==> src/rtl/ram_n_pkg.sv <==
// Shared definitions for the parametrised word store and its clear sequencer:
// sequencer state encodings and the default geometry reused by banked RAMs.
package ram_n_pkg;

  typedef enum logic {
    ST_IDLE  = 1'b0,
    ST_CLEAR = 1'b1
  } clr_state_e;

  localparam int DEF_WIDTH  = 16;
  localparam int DEF_ADDR_W = 3;

endpackage

==> src/rtl/ram_n_if.sv <==
// Access bus of the word store: data/address/write-enable/clear request in,
// combinational read data and clear-in-progress flag out.
interface ram_n_if
  import ram_n_pkg::*;
#(
  parameter int WIDTH  = DEF_WIDTH,
  parameter int ADDR_W = DEF_ADDR_W
);

  logic [WIDTH-1:0]  in;
  logic [ADDR_W-1:0] address;
  logic              load;
  logic              clear;
  logic [WIDTH-1:0]  out;
  logic              busy;

  modport master (
    output in, address, load, clear,
    input  out, busy
  );

  modport slave (
    input  in, address, load, clear,
    output out, busy
  );

endinterface

==> src/rtl/ram_n_clear_seq.sv <==
// Clear sequencer: owns the array while sweeping zeros through every word
// after reset or on a clear request accepted in IDLE.
module ram_clear_seq
  import ram_n_pkg::*;
#(
  parameter int ADDR_W = DEF_ADDR_W
) (
  input  logic              clk,
  input  logic              reset,
  input  logic              clear_i,
  output logic              busy_o,
  output logic [ADDR_W-1:0] cnt_o,
  output logic              clr_we_o
);

  clr_state_e        state_q;
  logic [ADDR_W-1:0] cnt_q;

  // State and sweep counter; the counter wraps to 0 on the last word.
  always_ff @(posedge clk) begin
    if (reset) begin
      state_q <= ST_CLEAR;
      cnt_q   <= {ADDR_W{1'b0}};
    end else begin
      case (state_q)
        ST_IDLE: begin
          if (clear_i) begin
            state_q <= ST_CLEAR;
            cnt_q   <= {ADDR_W{1'b0}};
          end else begin
            state_q <= ST_IDLE;
            cnt_q   <= cnt_q;
          end
        end
        ST_CLEAR: begin
          if (cnt_q == {ADDR_W{1'b1}}) begin
            state_q <= ST_IDLE;
            cnt_q   <= {ADDR_W{1'b0}};
          end else begin
            state_q <= ST_CLEAR;
            cnt_q   <= cnt_q + ADDR_W'(1);
          end
        end
        default: begin
          state_q <= ST_IDLE;
          cnt_q   <= {ADDR_W{1'b0}};
        end
      endcase
    end
  end

  assign busy_o   = (state_q == ST_CLEAR);
  assign cnt_o    = cnt_q;
  // The reset edge itself performs no array write.
  assign clr_we_o = (state_q == ST_CLEAR) && !reset;

endmodule

==> src/rtl/ram_n.sv <==
// Parametrised 2**ADDR_W x WIDTH word store: combinational read, write on the
// rising edge when load is high, with a built-in zeroing sweep.
module ram_n
  import ram_n_pkg::*;
#(
  parameter int WIDTH  = DEF_WIDTH,
  parameter int ADDR_W = DEF_ADDR_W
) (
  input logic   clk,
  input logic   reset,
  ram_n_if.slave bus
);

  localparam int DEPTH = 2 ** ADDR_W;

  logic [WIDTH-1:0]  mem_q [DEPTH];
  logic              busy_s;
  logic              clr_we_s;
  logic [ADDR_W-1:0] cnt_s;
  logic              we_s;
  logic [ADDR_W-1:0] waddr_s;
  logic [WIDTH-1:0]  wdata_s;

  ram_clear_seq #(
    .ADDR_W (ADDR_W)
  ) u_clear_seq (
    .clk      (clk),
    .reset    (reset),
    .clear_i  (bus.clear),
    .busy_o   (busy_s),
    .cnt_o    (cnt_s),
    .clr_we_o (clr_we_s)
  );

  // Write mux: the sweep wins; user loads only land in IDLE with no clear pending.
  always_comb begin
    we_s    = 1'b0;
    waddr_s = bus.address;
    wdata_s = bus.in;
    if (clr_we_s) begin
      we_s    = 1'b1;
      waddr_s = cnt_s;
      wdata_s = {WIDTH{1'b0}};
    end else if (!busy_s && !reset && !bus.clear && bus.load) begin
      we_s = 1'b1;
    end else begin
      we_s = 1'b0;
    end
  end

  // Array storage; contents are meaningful only after the first sweep.
  always_ff @(posedge clk) begin
    if (we_s) begin
      mem_q[waddr_s] <= wdata_s;
    end
  end

  // Read data is masked to zero while the sweep owns the array.
  always_comb begin
    if (busy_s) begin
      bus.out = {WIDTH{1'b0}};
    end else begin
      bus.out = mem_q[bus.address];
    end
  end

  assign bus.busy = busy_s;

endmodule

==> src/flat_wrapper.sv <==
// flat-port wrapper written by rule: the top's interface ports become plain ports
module ram_n_flat import ram_n_pkg::*;
#(
  parameter int WIDTH  = DEF_WIDTH,
  parameter int ADDR_W = DEF_ADDR_W
)
  (clk, reset, bus_in, bus_address, bus_load, bus_clear, bus_out, bus_busy);
  ram_n_if #(.WIDTH(WIDTH), .ADDR_W(ADDR_W)) bus_i ();
  input logic clk;
  input logic reset;
  input wire logic [$bits(bus_i.in)-1:0] bus_in;
  input wire logic [$bits(bus_i.address)-1:0] bus_address;
  input wire logic [$bits(bus_i.load)-1:0] bus_load;
  input wire logic [$bits(bus_i.clear)-1:0] bus_clear;
  output wire logic [$bits(bus_i.out)-1:0] bus_out;
  output wire logic [$bits(bus_i.busy)-1:0] bus_busy;
  assign bus_i.in = bus_in;
  assign bus_i.address = bus_address;
  assign bus_i.load = bus_load;
  assign bus_i.clear = bus_clear;
  assign bus_out = bus_i.out;
  assign bus_busy = bus_i.busy;
  ram_n #(.WIDTH(WIDTH), .ADDR_W(ADDR_W)) u_core (.clk(clk), .reset(reset), .bus(bus_i));
endmodule
==> config.mk <==
export PLATFORM = sky130hd
export DESIGN_NAME = ram_n_flat
export DESIGN_NICKNAME = d
export VERILOG_FILES = /design/src/rtl/ram_n_pkg.sv /design/src/rtl/ram_n_if.sv /design/src/rtl/ram_n_clear_seq.sv /design/src/rtl/ram_n.sv /design/src/flat_wrapper.sv
export SDC_FILE = /design/constraint.sdc
export NUM_CORES = 1
export LEC_CHECK = 0
export CAP_MARGIN = 20
export CORE_MARGIN = 3
export CORE_UTILIZATION = 54
export CTS_BUF_LIST = sky130_fd_sc_hd__clkbuf_8
export DETAILED_ROUTE_END_ITERATION = 7
export PLACE_DENSITY = 0.75
export SYNTH_ARGS = -nofsm -noshare
export SYNTH_HDL_FRONTEND = slang
export SYNTH_SLANG_ARGS = --single-unit
==> constraint.sdc <==
create_clock -name clk -period 2.1 [get_ports clk]
set_input_delay 0.525 -clock clk [delete_from_list [all_inputs] [get_ports clk]]
set_output_delay 0.525 -clock clk [all_outputs]
set_load 0.01 [all_outputs]
==> results of run 1 <==
routing by layer:
metal  share of wire, %  track usage (%)
met5              0.063                0
met4                1.5             6.84
met3                4.7             5.14
met2                 52             35.2
met1                 42             28.3
power by group through the flow:
stage          combinational [W]  sequential [W]  clock [W]
2_1_floorplan           0.000233         0.00304          0
5_1_grt                 0.000475         0.00299    0.00229
4_1_cts                 0.000439         0.00298    0.00216
3_5_place_dp            0.000386         0.00304          0
3_3_place_gp            0.000374         0.00304          0
6_report                0.000440         0.00299    0.00213
flip-flops by register name, indices dropped and copies added (netlist names):
signal                     count
u_core.mem_q                 128
u_core.u_clear_seq.busy_o      1
u_core.u_clear_seq.cnt_o       3
cell type report:
cell class,count,share of cell area (%)
sequential,132,58.8
tap,129,2.42
timing repair buffer,89,13.3
clock inverter,13,2.40
multi-input combinational,116,19.4
clock buffer,17,3.51
inverter,3,0.169
cell usage in the layout (no fill, tap or decap), types with 6 or more instances in the layout:
cell and n:
clkdlybuf4s50_1 19, buf_12 9, buf_4 33, buf_6 6
mux4_2 31, clkbuf_8 17, buf_2 16, and2_1 16
edfxtp_1 128, nor2_1 24, mux2i_1 13
logic make-up (layout without fill, tap and decap cells):
kind of cell    after synthesis  in the layout  synth area share (%)
buf+inv                      19            122                  2.32
compound gates               10             10                  1.17
flops                       132            132                  73.6
fa+ha+maj                     2              2                 0.469
simple gates                 56             56                  5.65
mux                          48             48                  16.8
metrics by stage:
step,total power (W),std cells
after detailed placement,0.00343,454
final,0.00556,499
after global placement,0.00341,454
after CTS,0.00559,499
after floorplan,0.00327,267
after global routing,0.00576,499
worst max-delay path: stages (launching register included):
cell,delay [ps]
edfxtp_1,420
mux4_2,490
mux2i_1,200
nor2_2,80
buf_2,140
worst paths after layout:
| path | end | depth (start not counted) | slack, ps | from |
|---|---|---|---|---|
| hold reg to reg | u_core.u_clear_seq.cnt_o[0] | 2 | 590 | u_core.u_clear_seq.cnt_o[0] |
| hold / removal | u_core.u_clear_seq.cnt_o[0] | 2 | 590 | u_core.u_clear_seq.cnt_o[0] |
| setup reg to reg | u_core.mem_q[4][1] | 5 | 290 | u_core.u_clear_seq.busy_o |
| setup / recovery | bus_out[13] | 4 | -180 | u_core.mem_q[3][13] |
timing repair:
item,in CTS,in global routing
gates resized for setup,87,7
setup buffers,12,1
setup endpoints to repair,17,17
cloned,3,0
pin swaps,5,5
==> impl_metrics.ini, run 1 <==
[synthesis]
netlist_area_um2 = 5330
synth_cell_type_count = 28
syn_inst = 267
yosysWarningCount = 0
async_flop_share_pct = 0
synth_area_leaders = edfxtp_1, mux4_2, mux2i_1, mux4_1, nor2_1
syn_area_per_cell_um2 = 20.0
yosysSeqAreaShare_pct = 73.6
synth_ff_type = edfxtp_1
synth-edff-count = 128
ys_seq_elements = 132
synth_common_cells = edfxtp_1, mux4_2, nor2_1, and2_1, mux2i_1
synth_top_area_share_pct = 72.1
synth_top_area_cell = edfxtp_1
synth.most_common_cell = edfxtp_1
syn_nets = 292

[hold_path]
hold_class = reg -> reg

[drt]
drt_iter0_markers = 215
via_per_inst = 5.70
vias = 2843
drc = 0
ant_nets = 0
drt-total-wl_um = 11000
wl_per_cell_um = 22.1
drtPass1Iterations = 4

[power_and_ir_drop]
leakage_nw = 2.38
worst_ir_drop_vdd_uv = 470
power_frac_seq_pct = 53.7
power.density_nw_per_um2 = 834
combinationalPowerShare_pct = 7.9
cellInternalPower_w = 0.00436
swShare_pct = 21.6
switching_power_w = 0.00120
pwr-share-clk_pct = 38.4

[clocking]
clk_latency_ps = 420
postCtsHoldBufs = 0
clockBufferDepth = 2
clock_sinks = 132
numCtsBuffers = 17
htree_levels = 4
clock-root-buffer = clkbuf_8
tritoncts = done
clk_pin_slew_ps = 80

[layout]
syn_to_final_growth_pct = 25.1
num-fill-cells = 603
drive_gt1_share_pct = 36.8
antenna_cells = 0
fin_nets = 384
final_core_util_pct = 70.8
stdcell_area_um2 = 6670
layout.area.seq_um2 = 3920
multiInputGateArea_um2 = 1290

[place]
placed_cell_area_um2 = 6120
portBuffers = 39
dp_hpwl_um = 6560
place_congestion = 0.723
dp_worst_setup_slack_ps = -826

[global_route]
overflow = 0
first_global_vias = 2942
grt_pass1_wl_um = 17100
grt_max_degree = 22
grtUsageTotal_pct = 21.3
antenna_found_initial = 1

[timing]
max_freq_mhz = 438
tightest_slew_ps = 368
finalSetupViolCount = 16
setup_ws_ps = -183
layout_min_cycle_time_ps = 2280
rsz0062_at_grt = true
maxSlewViolCount = 0
holdWs_ps = 587
finalClockSkew_ps = 9.18
min_period_over_period_pct = 109
tns_ps = -1640
slew_headroom_pct = 75.4
hold_viol = 0

[setup_path]
cp-start-kind = flop
crit_path_max_fanout = 1
worstPathRequired_ps = 1570
critPathKind = reg -> out
cp-end-kind = primary output
critPathArrivalTime_ps = 1760

[floorplan]
fp.dieH_um = 105
die-area_um2 = 11100
pin_count = 40
start_util_pct = 56.6
placementRows = 35
coreArea_um2 = 9420
die_x_um = 105

[status]
status = complete, but fails checks
failed_checks = setup timing

[run]
maxCapViolCount = 0
Power figures use the tool's default switching activity.
==> run 2, diff against run 1 <==
ABC_CLOCK_PERIOD_IN_PS = 2100   (was not set)
TNS_END_PERCENT = 50   (was not set)
==> impl_metrics.ini, run 2 (synthesis gave the netlist of run 1 again) <==
[status]
status = complete, but fails checks
failed_checks = setup timing

[setup_path]
critPathArrivalTime_ps = 1710
crit_path_max_fanout = 7
cp-start-kind = input port
crit_chain = buf_12, buf_4, mux4_2, mux2i_1, nor2_1, buf_2
worstPathRequired_ps = 1570
rr_endpoint = u_core.mem_q[1][9]
cp-end-kind = primary output
rrSetupSlack_ps = 340
critPathKind = in -> out
crit_slowest_cell = mux4_2
ff2ff_path_depth = 5
startpoint = bus_address[1]
cpPeakStageDelay_ps = 510
r2r-start = u_core.u_clear_seq.busy_o

[floorplan]
die-area_um2 = 11100
fp.dieH_um = 105
die_x_um = 105
pin_count = 40
placementRows = 35
start_util_pct = 56.6
coreArea_um2 = 9420

[place]
portBuffers = 39
dp_worst_setup_slack_ps = -782
dp.cells = 458
place_congestion = 0.758
dp_hpwl_um = 6210

[layout]
syn_to_final_growth_pct = 25.9
layout_commonest_cell = edfxtp_1
drive_gt1_share_pct = 36.6
largest_reg_flops = 128
final_cell_mix = edfxtp_1, mux4_2, buf_4, nor2_1, clkdlybuf4s50_1
antenna_cells = 0
top_register = u_core.mem_q
num-fill-cells = 561
fin_nets = 378
fin_cells = 495

[global_route]
grt_pass1_wl_um = 16100
antenna_found_initial = 0
first_global_vias = 2877
grt_max_degree = 23
grtUsageTotal_pct = 20.3
overflow = 0

[power_and_ir_drop]
pwr-share-clk_pct = 41.5
switching_power_w = 0.00122
worst_ir_drop_vdd_uv = 566
power.density_nw_per_um2 = 870
combinationalPowerShare_pct = 7.4
swShare_pct = 20.8
cellInternalPower_w = 0.00462
leakage_nw = 2.40
power_frac_seq_pct = 51.1

[timing]
layout_min_cycle_time_ps = 2230
setup_ws_ps = -131
slew_headroom_pct = 72.6
max_freq_mhz = 448
maxSlewViolCount = 0
tightest_slew_ps = 405
finalClockSkew_ps = 10.8
hold_viol = 0
finalSetupViolCount = 16
min_period_over_period_pct = 106
rsz0062_at_grt = true
tns_ps = -866

[clocking]
clk_latency_ps = 430
clk_pin_slew_ps = 70
htree_levels = 4
clock_sinks = 132
numCtsBuffers = 17
postCtsHoldBufs = 0
clock-root-buffer = clkbuf_8
clockBufferDepth = 2
tritoncts = done

[drt]
vias = 2752
wl_per_cell_um = 20.6
drt-total-wl_um = 10200
drc = 0
via_per_inst = 5.56
drtPass1Iterations = 4
drt_iter0_markers = 266
ant_nets = 0

[hold_path]
hp-start = u_core.u_clear_seq.cnt_o[0]
hold_end = u_core.u_clear_seq.cnt_o[0]
hold_class = reg -> reg
min_path_cells = 2

[run]
maxCapViolCount = 0
## run 2: cell types whose count changed in the layout (fill, tap and decap cells not counted), moves of 3 or more
cell	previous run	this run
buf_12	9	13
buf_4	33	27
buf_6	6	0
clkinv_4	4	1
inv_6	1	5
## run 2: power by group through the flow
stage	Clock, W	Sequential [W]	Combinational (W)
3_5_place_dp	0	0.00304	0.000392
2_1_floorplan	0	0.00304	0.000231
6_report	0.00243	0.00298	0.000431
3_3_place_gp	0	0.00304	0.000384
4_1_cts	0.00245	0.00298	0.000430
5_1_grt	0.00260	0.00299	0.000465
## run 2: worst max-delay path by stage
stage | slack [ps] | endpoint | cells past startpoint
finish | -130 | bus_out[14] | 6
global route | -190 | bus_out[14] | 4
CTS | -120 | bus_out[0] | 6
detailed placement | -780 | bus_out[4] | 7
global placement | -780 | bus_out[10] | 6
floorplan | -140 | u_core.mem_q[0][0] | 4
## run 2: metal layers
metal | vias up | track usage, % | routed length (µm)
met5 | - | 0 | 0
met4 | 0 | 8.43 | 148
met3 | 14 | 5.88 | 616
met2 | 80 | 32.5 | 5360
met1 | 1407 | 26.3 | 4090
li1 | 1251 | - | -
## run 2: worst max-delay path: cells and delay by family
family	cells	cell delay, ps
multiplexers	2	700
AND/OR/NAND/NOR	1	80
buffers and inverters	3	400
## run 2: final cells by class
cell class                      instances  area [µm²]  area share, %
Multi-Input combinational cell        116        1290           19.3
Tap cell                              129         161           2.40
Timing Repair Buffer                   83         862           12.8
Inverter                                3        11.3          0.168
Sequential cell                       132        3930           58.5
Clock buffer                           17         234           3.48
Clock inverter                         15         226           3.37
## run 2: stage by stage
step | area, µm² | power (W) | hold slack, ps | utilization (%)
after CTS | 6690 | 0.00587 | 597 | 71.0
after global routing | 6710 | 0.00605 | 654 | 71.3
after detailed placement | 6170 | 0.00343 | 579 | 65.6
after global placement | 6170 | 0.00342 | 542 | 65.6
final | 6710 | 0.00584 | 598 | 71.3
after floorplan | 5330 | 0.00327 | 517 | -
## run 2: repair_timing
action | in CTS | in global routing
setup endpoints to repair | 17 | 65
pin swaps | 1 | 5
resized for setup | 93 | 8
setup buffers | 3 | 0
cloned | 2 | 0
